**config.mk**
```make
export PLATFORM = sky130hd
export DESIGN_NAME = uart_tx_flat
export DESIGN_NICKNAME = d
export VERILOG_FILES = /design/src/rtl/uart_pkg.sv /design/src/rtl/uart_tx_if.sv /design/src/rtl/bclk_edge_detect.sv /design/src/rtl/uart_tx.sv /design/src/flat_wrapper.sv
export SDC_FILE = /design/constraint.sdc
export NUM_CORES = 1
export LEC_CHECK = 0
export CAP_MARGIN = 20
export CELL_PAD_IN_SITES_DETAIL_PLACEMENT = 1
export CELL_PAD_IN_SITES_GLOBAL_PLACEMENT = 2
export CORE_MARGIN = 8
export CORE_UTILIZATION = 36
export DETAILED_ROUTE_END_ITERATION = 8
export GPL_TIMING_DRIVEN = 0
export PLACE_DENSITY = 0.91
export SLEW_MARGIN = 5
export SYNTH_ARGS = -nofsm -noshare
export SYNTH_HDL_FRONTEND = slang
export SYNTH_SLANG_ARGS = --single-unit
```
**constraint.sdc**
```tcl
create_clock -name clk -period 4.5 [get_ports clk]
set_input_delay 0.45 -clock clk [delete_from_list [all_inputs] [get_ports clk]]
set_output_delay 0.45 -clock clk [all_outputs]
set_load 0.02 [all_outputs]
```
**src/rtl/uart_pkg.sv**
```systemverilog
// uart_pkg: definitions shared by the UART transmit and receive paths.
//   uart_state_e  - transmitter frame states
//   PAR_*         - encodings of the PARITY parameter
//   *_MIN/_MAX    - legal ranges for DATA_BITS and STOP_BITS
//   BIT_CNT_W     - width of a counter that can index any legal data bit
package uart_pkg;

    typedef enum logic [2:0] {
        ST_IDLE,
        ST_SYNC,
        ST_START,
        ST_DATA,
        ST_PARITY,
        ST_STOP
    } uart_state_e;

    localparam int PAR_NONE = 0;
    localparam int PAR_ODD  = 1;
    localparam int PAR_EVEN = 2;

    localparam int DATA_BITS_MIN = 5;
    localparam int DATA_BITS_MAX = 9;
    localparam int STOP_BITS_MIN = 1;
    localparam int STOP_BITS_MAX = 2;

    localparam int BIT_CNT_W = $clog2(DATA_BITS_MAX);

endpackage

```
**src/rtl/uart_tx_if.sv**
```systemverilog
// uart_tx_if: byte handshake between the bus-side logic and the transmitter.
//   in_valid - source has a byte in in_data
//   in_data  - payload, bit 0 sent first
//   in_ready - transmitter accepts the byte on this cycle
// A byte moves on every clk edge where in_valid and in_ready are both high.
// Modports: master = byte source, slave = transmitter.
interface uart_tx_if #(
    parameter int DATA_BITS = 8
) ();

    logic                 in_valid;
    logic [DATA_BITS-1:0] in_data;
    logic                 in_ready;

    modport master (
        output in_valid,
        output in_data,
        input  in_ready
    );

    modport slave (
        input  in_valid,
        input  in_data,
        output in_ready
    );

endinterface

```
**src/rtl/bclk_edge_detect.sv**
```systemverilog
// bclk_edge_detect: turns the baud-rate square wave into a one-clk pulse.
//   clk   - system clock, same domain as bclk
//   reset - asynchronous, active-high
//   bclk  - bit clock from the baud rate generator
//   tick  - high for one clk cycle after each bclk rising edge
module bclk_edge_detect (
    input  logic clk,
    input  logic reset,
    input  logic bclk,
    output logic tick
);

    logic bclk_q;

    always_ff @(posedge clk or posedge reset) begin
        if (reset) begin
            bclk_q <= 1'b0;
        end else begin
            bclk_q <= bclk;
        end
    end

    assign tick = bclk & ~bclk_q;

endmodule

```
**src/rtl/uart_tx.sv**
```systemverilog
// uart_tx: frames parallel bytes onto the serial line.
// Frame = start bit, DATA_BITS data bits LSB first, optional parity bit,
// STOP_BITS stop bits. Every bit boundary is a bclk rising edge.
//   clk    - system clock
//   reset  - asynchronous, active-high
//   bclk   - bit clock from the baud rate generator (one period per bit)
//   tx_bus - byte handshake (slave side): in_valid / in_data / in_ready
//   txd    - serial output, idle high
//   busy   - a frame has been accepted and is not yet complete
module uart_tx
    import uart_pkg::*;
#(
    parameter int DATA_BITS = 8,
    parameter int PARITY    = PAR_NONE,
    parameter int STOP_BITS = 1
) (
    input  logic     clk,
    input  logic     reset,
    input  logic     bclk,
    uart_tx_if.slave tx_bus,
    output logic     txd,
    output logic     busy
);

    if (DATA_BITS < DATA_BITS_MIN || DATA_BITS > DATA_BITS_MAX) begin : g_bad_data_bits
        $fatal(1, "uart_tx: DATA_BITS=%0d outside %0d..%0d", DATA_BITS, DATA_BITS_MIN, DATA_BITS_MAX);
    end
    if (PARITY < PAR_NONE || PARITY > PAR_EVEN) begin : g_bad_parity
        $fatal(1, "uart_tx: PARITY=%0d not 0, 1 or 2", PARITY);
    end
    if (STOP_BITS < STOP_BITS_MIN || STOP_BITS > STOP_BITS_MAX) begin : g_bad_stop_bits
        $fatal(1, "uart_tx: STOP_BITS=%0d not 1 or 2", STOP_BITS);
    end

    localparam logic [BIT_CNT_W-1:0] LAST_BIT  = BIT_CNT_W'(DATA_BITS - 1);
    localparam logic                 LAST_STOP = 1'(STOP_BITS - 1);

    // Even parity is the XOR of the data bits; odd parity is its inverse.
    function automatic logic parity_bit(input logic [DATA_BITS-1:0] d);
        logic p;
        p = ^d;
        return (PARITY == PAR_ODD) ? ~p : p;
    endfunction

    logic tick;

    bclk_edge_detect u_edge (
        .clk   (clk),
        .reset (reset),
        .bclk  (bclk),
        .tick  (tick)
    );

    uart_state_e          state_q, state_d;
    logic                 txd_q, txd_d;
    logic [BIT_CNT_W-1:0] bit_cnt_q, bit_cnt_d;
    logic                 stop_cnt_q, stop_cnt_d;
    logic                 in_ready_q, busy_q;
    logic [DATA_BITS-1:0] shift_q, shift_d;
    logic                 par_q, par_d;

    always_ff @(posedge clk or posedge reset) begin
        if (reset) begin
            state_q    <= ST_IDLE;
            txd_q      <= 1'b1;
            bit_cnt_q  <= '0;
            stop_cnt_q <= 1'b0;
            in_ready_q <= 1'b1;
            busy_q     <= 1'b0;
        end else begin
            state_q    <= state_d;
            txd_q      <= txd_d;
            bit_cnt_q  <= bit_cnt_d;
            stop_cnt_q <= stop_cnt_d;
            // Decoded from the next state so the flags track state_q exactly.
            in_ready_q <= (state_d == ST_IDLE);
            busy_q     <= (state_d != ST_IDLE);
        end
    end

    // The payload registers are only meaningful once the FSM leaves IDLE,
    // which always reloads them, so they carry no reset.
    always_ff @(posedge clk) begin
        shift_q <= shift_d;
        par_q   <= par_d;
    end

    always_comb begin
        state_d    = state_q;
        txd_d      = txd_q;
        bit_cnt_d  = bit_cnt_q;
        stop_cnt_d = stop_cnt_q;
        shift_d    = shift_q;
        par_d      = par_q;

        case (state_q)
            ST_IDLE: begin
                txd_d = 1'b1;
                // A tick coinciding with acceptance is deliberately ignored:
                // the start bit waits for the next full bit boundary.
                if (tx_bus.in_valid && in_ready_q) begin
                    shift_d = tx_bus.in_data;
                    par_d   = parity_bit(tx_bus.in_data);
                    state_d = ST_SYNC;
                end
            end

            ST_SYNC: begin
                if (tick) begin
                    txd_d   = 1'b0;
                    state_d = ST_START;
                end
            end

            ST_START: begin
                if (tick) begin
                    txd_d     = shift_q[0];
                    shift_d   = shift_q >> 1;
                    bit_cnt_d = '0;
                    state_d   = ST_DATA;
                end
            end

            ST_DATA: begin
                if (tick) begin
                    if (bit_cnt_q == LAST_BIT) begin
                        stop_cnt_d = 1'b0;
                        if (PARITY != PAR_NONE) begin
                            txd_d   = par_q;
                            state_d = ST_PARITY;
                        end else begin
                            txd_d   = 1'b1;
                            state_d = ST_STOP;
                        end
                    end else begin
                        txd_d     = shift_q[0];
                        shift_d   = shift_q >> 1;
                        bit_cnt_d = bit_cnt_q + 1'b1;
                    end
                end
            end

            ST_PARITY: begin
                if (tick) begin
                    txd_d      = 1'b1;
                    stop_cnt_d = 1'b0;
                    state_d    = ST_STOP;
                end
            end

            ST_STOP: begin
                txd_d = 1'b1;
                if (tick) begin
                    if (stop_cnt_q == LAST_STOP) begin
                        state_d = ST_IDLE;
                    end else begin
                        stop_cnt_d = stop_cnt_q + 1'b1;
                    end
                end
            end

            default: begin
                txd_d   = 1'b1;
                state_d = ST_IDLE;
            end
        endcase
    end

    assign txd             = txd_q;
    assign busy            = busy_q;
    assign tx_bus.in_ready = in_ready_q;

endmodule

```
**src/flat_wrapper.sv**
```systemverilog
// flat-port wrapper written by rule: the top's interface ports become plain ports
module uart_tx_flat import uart_pkg::*;
#(
    parameter int DATA_BITS = 8,
    parameter int PARITY    = PAR_NONE,
    parameter int STOP_BITS = 1
)
  (clk, reset, bclk, txd, busy, tx_bus_in_valid, tx_bus_in_data, tx_bus_in_ready);
  uart_tx_if #(.DATA_BITS(DATA_BITS)) tx_bus_i ();
  input  logic clk;
  input  logic reset;
  input  logic bclk;
  output logic txd;
  output logic busy;
  input wire logic [$bits(tx_bus_i.in_valid)-1:0] tx_bus_in_valid;
  input wire logic [$bits(tx_bus_i.in_data)-1:0] tx_bus_in_data;
  output wire logic [$bits(tx_bus_i.in_ready)-1:0] tx_bus_in_ready;
  assign tx_bus_i.in_valid = tx_bus_in_valid;
  assign tx_bus_i.in_data = tx_bus_in_data;
  assign tx_bus_in_ready = tx_bus_i.in_ready;
  uart_tx #(.DATA_BITS(DATA_BITS), .PARITY(PARITY), .STOP_BITS(STOP_BITS)) u_core (.clk(clk), .reset(reset), .bclk(bclk), .tx_bus(tx_bus_i), .txd(txd), .busy(busy));
endmodule
```
-- Word-level counts from Yosys, hierarchy flattened
Index checks and enable logic that the tools add are counted.
W data, S select, Z words.
- add/sub/neg operators: 2
- $mul: 0
- divide/modulo/power cells: 0
- order comparisons: 0
- eq/ne operators: 14
- shift operators: 0
- mux-type cells: 29
- bitwise gates (word level): 2
- reductions and logical operators: 11
- operator list (cell ; number):
    $mux W8 ; 4
    $mux W3 ; 8
    $pmux W8 S3 ; 1
    $pmux W3 S6 ; 1
    $ne A2 B1 Y1 const B ; 7
    $mux W4 ; 3
    $reduce_and A5 Y1 ; 2
    $mux W1 ; 9
    $reduce_bool A3 Y1 ; 3
    $pmux W4 S2 ; 1
    $reduce_and A4 Y1 ; 2
    $eq A3 B2 Y1 const B ; 2
    $eq A3 B3 Y1 const B ; 2
    $logic_not A3 Y1 ; 2
    $add A4 B1 Y4 const B ; 1
    $eq A4 B3 Y1 const B ; 1
    $pmux W1 S4 ; 1
    $eq A3 B1 Y1 const B ; 1
    $pmux W1 S3 ; 1
    $ne A2 B2 Y1 const B ; 1
    $reduce_bool A2 Y1 ; 1
    $add A1 B1 Y1 const B ; 1
    $and A1 B1 Y1 ; 1
    $logic_and A1 B1 Y1 ; 1
    $not A1 Y1 ; 1
- register bits after elaboration: 20
- bits in latches: 0
- memory bits (writable): 0
- ROM bits: 0
- logic and storage cells: 66
- memories: 0

-- Longest topological paths before layout
- depth after elaboration: 5
- mapped depth: 5

-- Hierarchy
Synthesis repeated with hierarchy kept, for this count alone.
- cells, all modules: 75
- area total of the unflattened synthesis: 907.1 µm²
- modules (own cells, without submodules) (module ; times used ; cells an instance ; area each (µm²) ; sequential area each (µm²)):
    uart_tx ; 1 ; 72 ; 864.6 ; 493.0
    bclk_edge_detect ; 1 ; 3 ; 42.5 ; 25.0

-- Least setup slack after synthesis
No wires, ideal clock.
- path kind: register to register
- start: register u_core.bit_cnt_q[0]
- end: register u_core.shift_q[0], enable pin
- library setup time: 0.370 ns
- arrival time: 1.233 ns
- path slack: 2.896 ns
- stages on the path, launching flop included: 5
- clock period less this slack: 1.604 ns
- path through: dfrtp_1 > ha_1 > nand4b_1 > a31oi_1 > nor2_1
- cells in the longest elaborated chain, start to end: 3
- ends and longest elaborated chain (what ; RTL line ; RTL):
    start, declared ; uart_tx.sv:56 ; logic [BIT_CNT_W-1:0] bit_cnt_q, bit_cnt_d;
    start signal, assigned ; uart_tx.sv:73 ; bit_cnt_q <= bit_cnt_d;
    $eq A4 B3 Y1 ; uart_tx.sv:126 ; if (bit_cnt_q == LAST_BIT) begin
    $ne A2 B2 Y1 (no source line) ; n/a ;
    $reduce_and A5 Y1 (no source line) ; n/a ;
    end signal, assigned ; uart_tx.sv:84 ; shift_q <= shift_d;
    end, declared ; uart_tx.sv:59 ; logic [DATA_BITS-1:0] shift_q, shift_d;
Every way passes these cells.
A chain may end at the register's enable or synchronous reset.

-- Worst setup path after layout
- start: input port bclk
- end: register u_core.shift_q[6], enable pin
- cells in the longest elaborated chain, start to end: 3
- elaborated cells between the ends (all ways): 4
- those cells by class: eq/ne: 2; bitwise: 1; reduce/logical: 1
- ends and longest elaborated chain (what ; RTL line ; RTL):
    start, declared ; flat_wrapper.sv:12 ; input logic bclk;
    $and A1 B1 Y1 (*) ; bclk_edge_detect.sv:23 ; assign tick = bclk & ~bclk_q;
    $ne A2 B1 Y1 (no source line) ; n/a ;
    $reduce_and A5 Y1 (no source line) (*) ; n/a ;
Mark *: on every way between the ends. The rest lies on a longest branch, timed or not.

==> results.cfg <==
[route]
vias = 691
route.detailed.drc = 0
wirelength_um = 2130
drtPass1Iterations = 3
ant_nets = 0
drtIter0Drc = 35
vias_per_cell = 5.27
wire_per_inst_um = 16.2

[setup_path]
worstPathMaxFanout = 8
crit_type = in2reg
crit_arrival_ns = 1.91
max_stage_delay_ns = 0.56
r2r-start = u_core.bit_cnt_q[1]
slowest_stage = nor2_1
worstSetupStartpointType = input pin
cp-startpoint = bclk
critPathTopFamily = simple AND/OR/NAND/NOR gates
cp-end-kind = register
cp.required_ns = 4.44
crit_chain = clkdlybuf4s50_1, nor2b_1, buf_4, a31oi_1, nor2_1
cp.buffers_inverters = 2

[global_route]
overflow = 0
antenna_found_initial = 0
grt_pass1_wl_um = 3600
grt_pass1_vias = 799
grt_max_degree = 12
grt_use_total_pct = 10.1

[timing]
rsz0062_at_grt = no
skew_ns = 0.0159
period_needed_ns = 1.97
setup_tns_ns = 0
finalHoldViolCount = 0
finalWorstSetupSlack_ns = 2.53
setup-violations-final = 0
post-route-period-util_pct = 43.8
max_freq_ghz = 0.507
tightest_slew_ns = 0.718
hold_slack_ns = 0.438
relSlewSlack_pct = 51.9
slew_violations = 0

[job]
drv_cap = 0

[yosys]
synth_area_leaders = edfxtp_1 25%, dfrtp_1 24%, mux2_1 8.3%
synthCells = 83
syn_area_per_cell_um2 = 11.4
synth_area_um2 = 950
syn-num-nets = 96
ys_ff_latch = 19
yosysTopAreaCellShare_pct = 25.3
ys_seq_area_share_pct = 54.5
synth_top_area_cell = edfxtp_1
synth_warnings = 0
yosysUniqueCellTypes = 32

[die]
start_util_pct = 38.0
die_h_um = 67.4
rows = 18
core_area_um2 = 2500
die_x_um = 67.4
ios = 15
die_area_um2 = 4540

[clock_tree]
cts_buffer_depth = 2
htreeDepth = 1
cts_resized = 0
cts_hold_buf = 0
clk_pin_slew_ns = 0.12
postCtsSetupBuffers = 0
insertion_delay_ns = 0.30
clock_sinks = 19
cts_tree = built
clockRootBuffer = clkbuf_4
numCtsBuffers = 3

[placed_design]
dp.cells = 127
gp_congestion = 0.810
place_ws_ns = 2.19
io_buffers = 14
hpwl_um = 1640
place_area_um2 = 1130

[final_layout]
post-route-util_pct = 46.2
antenna_cells = 0
nets = 115
final_cells = 131
fin_area_um2 = 1150
drive_above_1_share_pct = 14.9
nFillCells = 279
area_delta_synth_final_pct = 21.6

[run_status]
run_status = complete, no violations

[power_and_ir_drop]
powerDensity_nw_per_um2 = 566
power_leakage_nw = 0.439
peakVddDrop_mv = 0.291
p_total_uw = 654

[hold_path]
min_path_type = in2async
## worst paths after layout
path                                       endpoint  slack, ns  cells after the start
worst max-delay path              u_core.shift_q[6]       2.53                      5
worst min-delay path            u_core.bit_cnt_q[3]       0.44                      2
worst max register to register    u_core.shift_q[6]       2.54                      4
worst min register to register  u_core.bit_cnt_q[0]       0.53                      1
max in group asynchronous                u_core.txd       3.70                      2
min in group clk                u_core.bit_cnt_q[0]       0.53                      1
## synthesized netlist by cell type
| cell | instances |
|---|---|
| nor2b_1 | 1 |
| nor2_8 | 1 |
| nand4b_1 | 1 |
| nor3_1 | 2 |
| nand4_1 | 2 |
| a31oi_1 | 4 |
| a211oi_2 | 1 |
| nor2_1 | 3 |
| a31o_1 | 1 |
| dfrtp_1 | 9 |
| edfxtp_1 | 8 |
| o21a_1 | 2 |
| o21ai_0 | 3 |
| mux2_1 | 7 |
| nand2b_1 | 3 |
| inv_1 | 2 |
| a21oi_2 | 1 |
| o21ai_1 | 2 |
| buf_6 | 1 |
| a21oi_1 | 4 |
| o32ai_1 | 1 |
| nand2_1 | 7 |
| nand3_1 | 5 |
| a21boi_1 | 1 |
| buf_2 | 2 |
| or2_1 | 1 |
| dfstp_2 | 2 |
| and2_1 | 1 |
| buf_4 | 2 |
| nor3b_1 | 1 |
| ha_1 | 1 |
| nor2_2 | 1 |
## routing by layer
layer	part of all wire (%)	wire (um)	vias up	global-route usage, %
li1	-	-	338	-
met2	52	1100	7	18.6
met3	3.2	69	2	2.15
met1	44	930	344	11.3
met5	0	0	-	0
met4	0.99	21	0	3.13
## cell families (layout without fill, tap and decap cells)
logic type | Yosys count | in the layout | synth area share [%]
buf+inv | 7 | 25 | 4.61
flops | 19 | 19 | 54.5
compound gates | 20 | 20 | 13.8
fa+ha+maj | 1 | 1 | 1.32
simple gates | 29 | 29 | 17.4
mux | 7 | 7 | 8.30
## worst register-to-register path, cell delays in order, from the launching register on
cell      delay (ns)
dfrtp_1         0.44
ha_1            0.27
nand4b_1        0.21
a31oi_1         0.11
nor2_1          0.56
## area by class of cell
cell class              instances  area, um2  area share [%]
flip-flops and latches         19        518            44.9
multi-input cells              57        388            33.6
repair buffers                 14        140            12.1
well taps                      30       37.5            3.25
plain buffers                   5       36.3            3.14
clock buffers                   3       22.5            1.95
inverters                       2       7.51           0.650
clock inverters                 1       5.00           0.433
## where the power goes
part,switching [mW],total [mW],leakage (nW),internal (mW)
sequential,0.0423,0.291,0.198,0.248
clock,0.0564,0.0895,0.0177,0.0331
combinational,0.151,0.274,0.224,0.123
total,0.250,0.654,0.439,0.404
## flip-flops by register name, summed over array words and instances (netlist names)
signal,flops
u_core.shift_q,8
u_core.bit_cnt_q,4
u_core.state_q,3
u_core.busy,1
u_core.tx_bus.in_ready,1
u_core.txd,1
u_core.u_edge.bclk_q,1
## layout by cell type, fill, tap and decap left out, drive strengths merged, types with 2 or more instances in the layout
cell type,synthesis,layout
a21oi,5,5
a31oi,4,4
buf,5,5
clkbuf,0,3
clkdlybuf4s50,0,14
dfrtp,9,9
dfstp,2,2
edfxtp,8,8
inv,2,2
mux2,7,7
nand2,7,7
nand2b,3,3
nand3,5,5
nand4,2,2
nor2,5,5
nor3,2,2
o21a,2,2
o21ai,5,5
No activity file was read; power rests on OpenSTA's default activity.
